`src/rtl/simplez_sequencer_if.sv`:
```
// simplez_sequencer_if: opcode/flag inputs and micro-order outputs between sequencer and datapath
interface simplez_sequencer_if;
  logic [2:0] co;
  logic       z;
  logic       cont;
  logic       lec;
  logic       esc;
  logic       era;
  logic       incp;
  logic       ccp;
  logic       scp;
  logic       eri;
  logic       sri;
  logic       eac;
  logic       sac;
  logic       sum;
  logic       tra2;
  logic       dec1;
  logic       clr;
  logic       stop;
  logic [2:0] state;
  modport slave (
    input  co, z, cont,
    output lec, esc, era, incp, ccp, scp, eri, sri, eac, sac, sum, tra2, dec1, clr, stop, state
  );
  modport master (
    output co, z, cont,
    input  lec, esc, era, incp, ccp, scp, eri, sri, eac, sac, sum, tra2, dec1, clr, stop, state
  );
endinterface

```
`src/rtl/simplez_sequencer.sv`:
```
// simplez_sequencer: SIMPLEZ instruction-cycle FSM decoding micro-orders from state, opcode and z
module simplez_sequencer (
  input  logic                clk,
  input  logic                rst,
  simplez_sequencer_if.slave  bus
);
  typedef enum logic [2:0] {I0 = 3'd0, I1 = 3'd1, O0 = 3'd2, O1 = 3'd3, HALT = 3'd4} state_t;
  state_t state_q, state_d;
  logic   br;
  // datapath registers update on the falling edge, so the sequencer does too
  always_ff @(negedge clk)
    state_q <= rst ? I0 : state_d;
  assign bus.state = rst ? 3'd0 : state_q;
  always_comb begin
    {bus.lec, bus.esc, bus.era, bus.incp, bus.ccp, bus.scp, bus.eri, bus.sri,
     bus.eac, bus.sac, bus.sum, bus.tra2, bus.dec1, bus.clr, bus.stop} = '0;
    state_d = I0;
    br = bus.co == 3'd3 || (bus.co == 3'd4 && bus.z);
    case (state_q)
      I0: begin
        bus.lec  = 1'b1;
        bus.eri  = 1'b1;
        bus.incp = 1'b1;
        state_d  = I1;
      end
      I1: begin
        bus.era  = 1'b1;
        bus.sri  = bus.co < 3'd3 || br;
        bus.scp  = !(bus.co < 3'd3 || br);
        bus.ccp  = br;
        bus.eac  = bus.co == 3'd5 || bus.co == 3'd6;
        bus.clr  = bus.co == 3'd5;
        bus.dec1 = bus.co == 3'd6;
        state_d  = bus.co < 3'd3 ? O0 : bus.co == 3'd7 ? HALT : I0;
      end
      O0: begin
        bus.sac  = bus.co == 3'd0;
        bus.esc  = bus.co == 3'd0;
        bus.lec  = bus.co == 3'd1 || bus.co == 3'd2;
        bus.eac  = bus.co == 3'd1 || bus.co == 3'd2;
        bus.tra2 = bus.co == 3'd1;
        bus.sum  = bus.co == 3'd2;
        state_d  = O1;
      end
      O1: begin
        bus.scp = 1'b1;
        bus.era = 1'b1;
      end
      HALT: begin
        bus.stop = 1'b1;
        state_d  = bus.cont ? I0 : HALT;
      end
      default: state_d = I0;
    endcase
    // reset suppresses every micro-order, aborting any in-flight write
    if (rst)
      {bus.lec, bus.esc, bus.era, bus.incp, bus.ccp, bus.scp, bus.eri, bus.sri,
       bus.eac, bus.sac, bus.sum, bus.tra2, bus.dec1, bus.clr, bus.stop} = '0;
  end
endmodule

```
`src/flat_wrapper.sv`:
```
// flat-port wrapper written by rule: the top's interface ports become plain ports
module simplez_sequencer_flat 
  (clk, rst, bus_co, bus_z, bus_cont, bus_lec, bus_esc, bus_era, bus_incp, bus_ccp, bus_scp, bus_eri, bus_sri, bus_eac, bus_sac, bus_sum, bus_tra2, bus_dec1, bus_clr, bus_stop, bus_state);
  simplez_sequencer_if bus_i ();
  input  logic clk;
  input  logic rst;
  input wire logic [$bits(bus_i.co)-1:0] bus_co;
  input wire logic [$bits(bus_i.z)-1:0] bus_z;
  input wire logic [$bits(bus_i.cont)-1:0] bus_cont;
  output wire logic [$bits(bus_i.lec)-1:0] bus_lec;
  output wire logic [$bits(bus_i.esc)-1:0] bus_esc;
  output wire logic [$bits(bus_i.era)-1:0] bus_era;
  output wire logic [$bits(bus_i.incp)-1:0] bus_incp;
  output wire logic [$bits(bus_i.ccp)-1:0] bus_ccp;
  output wire logic [$bits(bus_i.scp)-1:0] bus_scp;
  output wire logic [$bits(bus_i.eri)-1:0] bus_eri;
  output wire logic [$bits(bus_i.sri)-1:0] bus_sri;
  output wire logic [$bits(bus_i.eac)-1:0] bus_eac;
  output wire logic [$bits(bus_i.sac)-1:0] bus_sac;
  output wire logic [$bits(bus_i.sum)-1:0] bus_sum;
  output wire logic [$bits(bus_i.tra2)-1:0] bus_tra2;
  output wire logic [$bits(bus_i.dec1)-1:0] bus_dec1;
  output wire logic [$bits(bus_i.clr)-1:0] bus_clr;
  output wire logic [$bits(bus_i.stop)-1:0] bus_stop;
  output wire logic [$bits(bus_i.state)-1:0] bus_state;
  assign bus_i.co = bus_co;
  assign bus_i.z = bus_z;
  assign bus_i.cont = bus_cont;
  assign bus_lec = bus_i.lec;
  assign bus_esc = bus_i.esc;
  assign bus_era = bus_i.era;
  assign bus_incp = bus_i.incp;
  assign bus_ccp = bus_i.ccp;
  assign bus_scp = bus_i.scp;
  assign bus_eri = bus_i.eri;
  assign bus_sri = bus_i.sri;
  assign bus_eac = bus_i.eac;
  assign bus_sac = bus_i.sac;
  assign bus_sum = bus_i.sum;
  assign bus_tra2 = bus_i.tra2;
  assign bus_dec1 = bus_i.dec1;
  assign bus_clr = bus_i.clr;
  assign bus_stop = bus_i.stop;
  assign bus_state = bus_i.state;
  simplez_sequencer u_core (.clk(clk), .rst(rst), .bus(bus_i));
endmodule
```
`config.mk`:
```
export PLATFORM = sky130hd
export DESIGN_NAME = simplez_sequencer_flat
export DESIGN_NICKNAME = d
export VERILOG_FILES = /design/src/rtl/simplez_sequencer_if.sv /design/src/rtl/simplez_sequencer.sv /design/src/flat_wrapper.sv
export SDC_FILE = /design/constraint.sdc
export NUM_CORES = 1
export LEC_CHECK = 0
export CAP_MARGIN = 25
export CORE_AREA = 2 2 39 41
export CTS_CLUSTER_DIAMETER = 60
export DETAILED_ROUTE_END_ITERATION = 8
export DIE_AREA = 0 0 41 43
export PLACE_DENSITY = 0.69
export SETUP_SLACK_MARGIN = 0.2
export SYNTH_ARGS = -nofsm -noshare
export SYNTH_HDL_FRONTEND = slang
export SYNTH_SLANG_ARGS = --single-unit
```
`constraint.sdc`:
```
create_clock -name clk -period 4.2 [get_ports clk]
set_clock_uncertainty 0.1 [all_clocks]
set_input_delay 0.42 -clock clk [delete_from_list [all_inputs] [get_ports clk]]
set_output_delay 0.42 -clock clk [all_outputs]
set_load 0.01 [all_outputs]
```
Word-level counts from Yosys, hierarchy flattened
Cells that the tools add are included.

Bits in registers: 3. Input port bits: 7. Output and inout port bits: 18. Word-level logic and storage cells: 53.

$lt $le $gt $ge: 1. Eq/ne operators: 11. Multiplexer cells: 31. Reduce and logical (&&, ||, !) cells: 9.

Operator list (number): $mux W1 (23); $eq A3 B3 Y1 const B (5); $eq A3 B2 Y1 const B (4); $mux W3 (4); $pmux W3 S4 (1); $eq A3 B1 Y1 const B (2); $logic_not A3 Y1 (2); $pmux W1 S2 (3); $logic_or A1 B1 Y1 (4); $lt A3 B2 Y1 const B (1); $reduce_or A2 Y1 (1); $logic_and A1 B1 Y1 (1); $logic_not A1 Y1 (1).

Logic depth before layout (Yosys ltp)
Depth in word-level cells: 7. Depth in mapped cells: 4. Mapped depth without buffers: 2.

==> flow_summary.json <==
{
  "status": "complete, no violations",
  "wl_per_cell_um": 13.4,
  "yosysUniqueCellTypes": 29,
  "start_util_pct": 30.3,
  "io_pins": 25,
  "synth_nets": 55,
  "crit_type": "reg -> out",
  "vias_per_cell": 4.88,
  "antenna_found_initial": 0,
  "final_layout_size_suffix_gt1_share_pct": 62.4,
  "maxCapViolCount": 0,
  "whs_ns": 0.354,
  "dr.pass1.iters": 4,
  "report.power.total_uw": 151,
  "synthTopCellsByArea": "dfxtp_1 (14%), nor4b_4 (11%), or4b_4 (6.6%)",
  "worstPathRequired_ns": 3.68,
  "setup_ws_ns": 0.00860,
  "reg2reg_depth": 5,
  "worst_pin_slew_ns": 0.399,
  "port_buffers": 24,
  "critPathLaunchType": "flop",
  "h-tree-depth": 1,
  "r2r-start": "u_core.state_q[2]",
  "ys_seq_area_share_pct": 14.3,
  "mostFrequentLayoutCells": "buf_2 (14), buf_4 (11), inv_1 (6), clkdlybuf4s50_1 (6), buf_6 (4)",
  "core_area_um2": 1380,
  "mostFrequentLayoutCell": "buf_2",
  "finalNonFillerCells": 101,
  "reg_top3": "u_core.state_q: 3 flops",
  "grt_pass1_vias": 429,
  "crit_end": "bus_sum",
  "cts.clk_slew.worst_paths_ns": 0.03,
  "p_leak_uw": 0.000378,
  "cts_buffer_depth": 2,
  "cts_sinks": 3,
  "arrival_ns": 3.67,
  "n_antenna_cell": 0,
  "rsz0062_at_grt": "yes",
  "largest_reg_flops": 3,
  "drc": 0,
  "irDropWorstVdd_uv": 203,
  "hp-start": "u_core.state_q[0]",
  "regToRegEndpoint": "u_core.state_q[1]",
  "synth_seq_cells": 3,
  "cts_buffers": 3,
  "hold_buffers": 0,
  "grt_pass1_wl_mm": 2.07,
  "die_area_um2": 1760,
  "dp_cells": 92,
  "syn_avg_cell_area_um2": 8.73,
  "syn_inst": 48,
  "cts-root-buf": "clkbuf_4",
  "rows": 14,
  "top_register": "u_core.state_q",
  "syn_area_um2": 419,
  "dr_total_vias": 493,
  "dieWidth_um": 41,
  "grt-ovfl-total": 0,
  "slew_headroom_pct": 73.2,
  "place_ws_ns": -0.137,
  "setup_tns_ns": 0,
  "drt-initial-drc-count": 5,
  "finalWirelength_mm": 1.35,
  "grt_usage_pct": 17.6,
  "setup_viol": 0,
  "yosys_warnings": 0,
  "grt_max_degree": 10,
  "cellPowerDensity_nw_per_um2": 187,
  "area_growth_pct": 93.1,
  "cts_tree": "done",
  "ant_nets": 0,
  "startpoint": "u_core.state_q[2]",
  "finalNetCount": 93,
  "synth_top_area_share_pct": 14.3,
  "final_hold_viol_count": 0,
  "place_hpwl_um": 877,
  "slew_viol_final": 0,
  "yosys.area.top_type": "dfxtp_1",
  "worstPathMaxFanout": 4,
  "r2r_slack_ns": 2.70,
  "die_h_um": 43,
  "cp-end-kind": "output pin",
  "min_path_type": "reg -> reg",
  "clk-insertion-delay-late_ns": 0.29,
  "whs_path_depth": 1,
  "place.gp.congestion": 0.747
}
## routing by layer
metal	global-route usage (%)	wire (µm)	up-vias
met1	23.7	628	228
li1	-	-	249
met3	5.76	79	0
met5	0	0	-
met4	4.00	0	0
met2	26.3	641	16
## critical path, stage by stage (launching register included)
cell and delay, ns:
dfxtp_2 0.32, or4b_4 0.59, nor4b_4 0.21, buf_2 0.16
## worst min-delay path by stage
| stage | endpoint | slack [ns] |
|---|---|---|
| 2_1_floorplan | u_core.state_q[0] | 0.42 |
| 3_3_place_gp | u_core.state_q[0] | 0.37 |
| 5_1_grt | u_core.state_q[0] | 0.36 |
| 3_5_place_dp | u_core.state_q[0] | 0.40 |
| 4_1_cts | u_core.state_q[0] | 0.35 |
| 6_report | u_core.state_q[0] | 0.35 |
## synth_stat cells, drive strengths merged
cell,count
a21oi,2
nor4,1
or3b,2
a2111oi,1
or2b,1
buf,5
and2b,2
nor2,2
inv,3
nand2b,1
nor3,3
o41ai,1
nor4b,4
dfxtp,3
nor3b,2
or4bb,1
nor2b,2
xnor2,1
a32o,1
clkbuf,2
nand3b,2
or4b,2
and2,2
or2,1
a211oi,1
## report_power, final
part | internal, µW | switching (µW) | total (µW)
clock | 37.1 | 21.2 | 58.3
combinational | 31.7 | 28.8 | 60.5
sequential | 30.4 | 2.15 | 32.5
## final cells by class
type                            count  area (µm²)
Timing Repair Buffer               38         284
Tap cell                           16        20.0
Clock buffer                        3        22.5
Fill cell                         149         574
Clock inverter                      4        15.0
Multi-Input combinational cell     35         394
Sequential cell                     3        66.3
Inverter                            2        7.51
## cells by family (layout without fill, tap and decap cells)
group           Yosys count  count (layout)  share of synthesized area, %
compound gates            6               6                          10.7
xor+xnor                  1               1                          2.09
buf+inv                  10              47                          13.7
flops                     3               3                          14.3
simple gates             28              28                          59.1
## through the flow
stage               utilization [%]  instance area [µm²]
floorplan                         -                  428
global placement               52.4                  724
detailed placement             52.4                  724
CTS                            55.7                  771
global route                   58.5                  810
finish                         58.5                  810
## timing repair
item,CTS,global route
pin swaps,3,3
endpoints found under the setup margin,17,12
gates resized for setup,81,7
buffers inserted,1,2
Power figures use the tool's default switching activity.
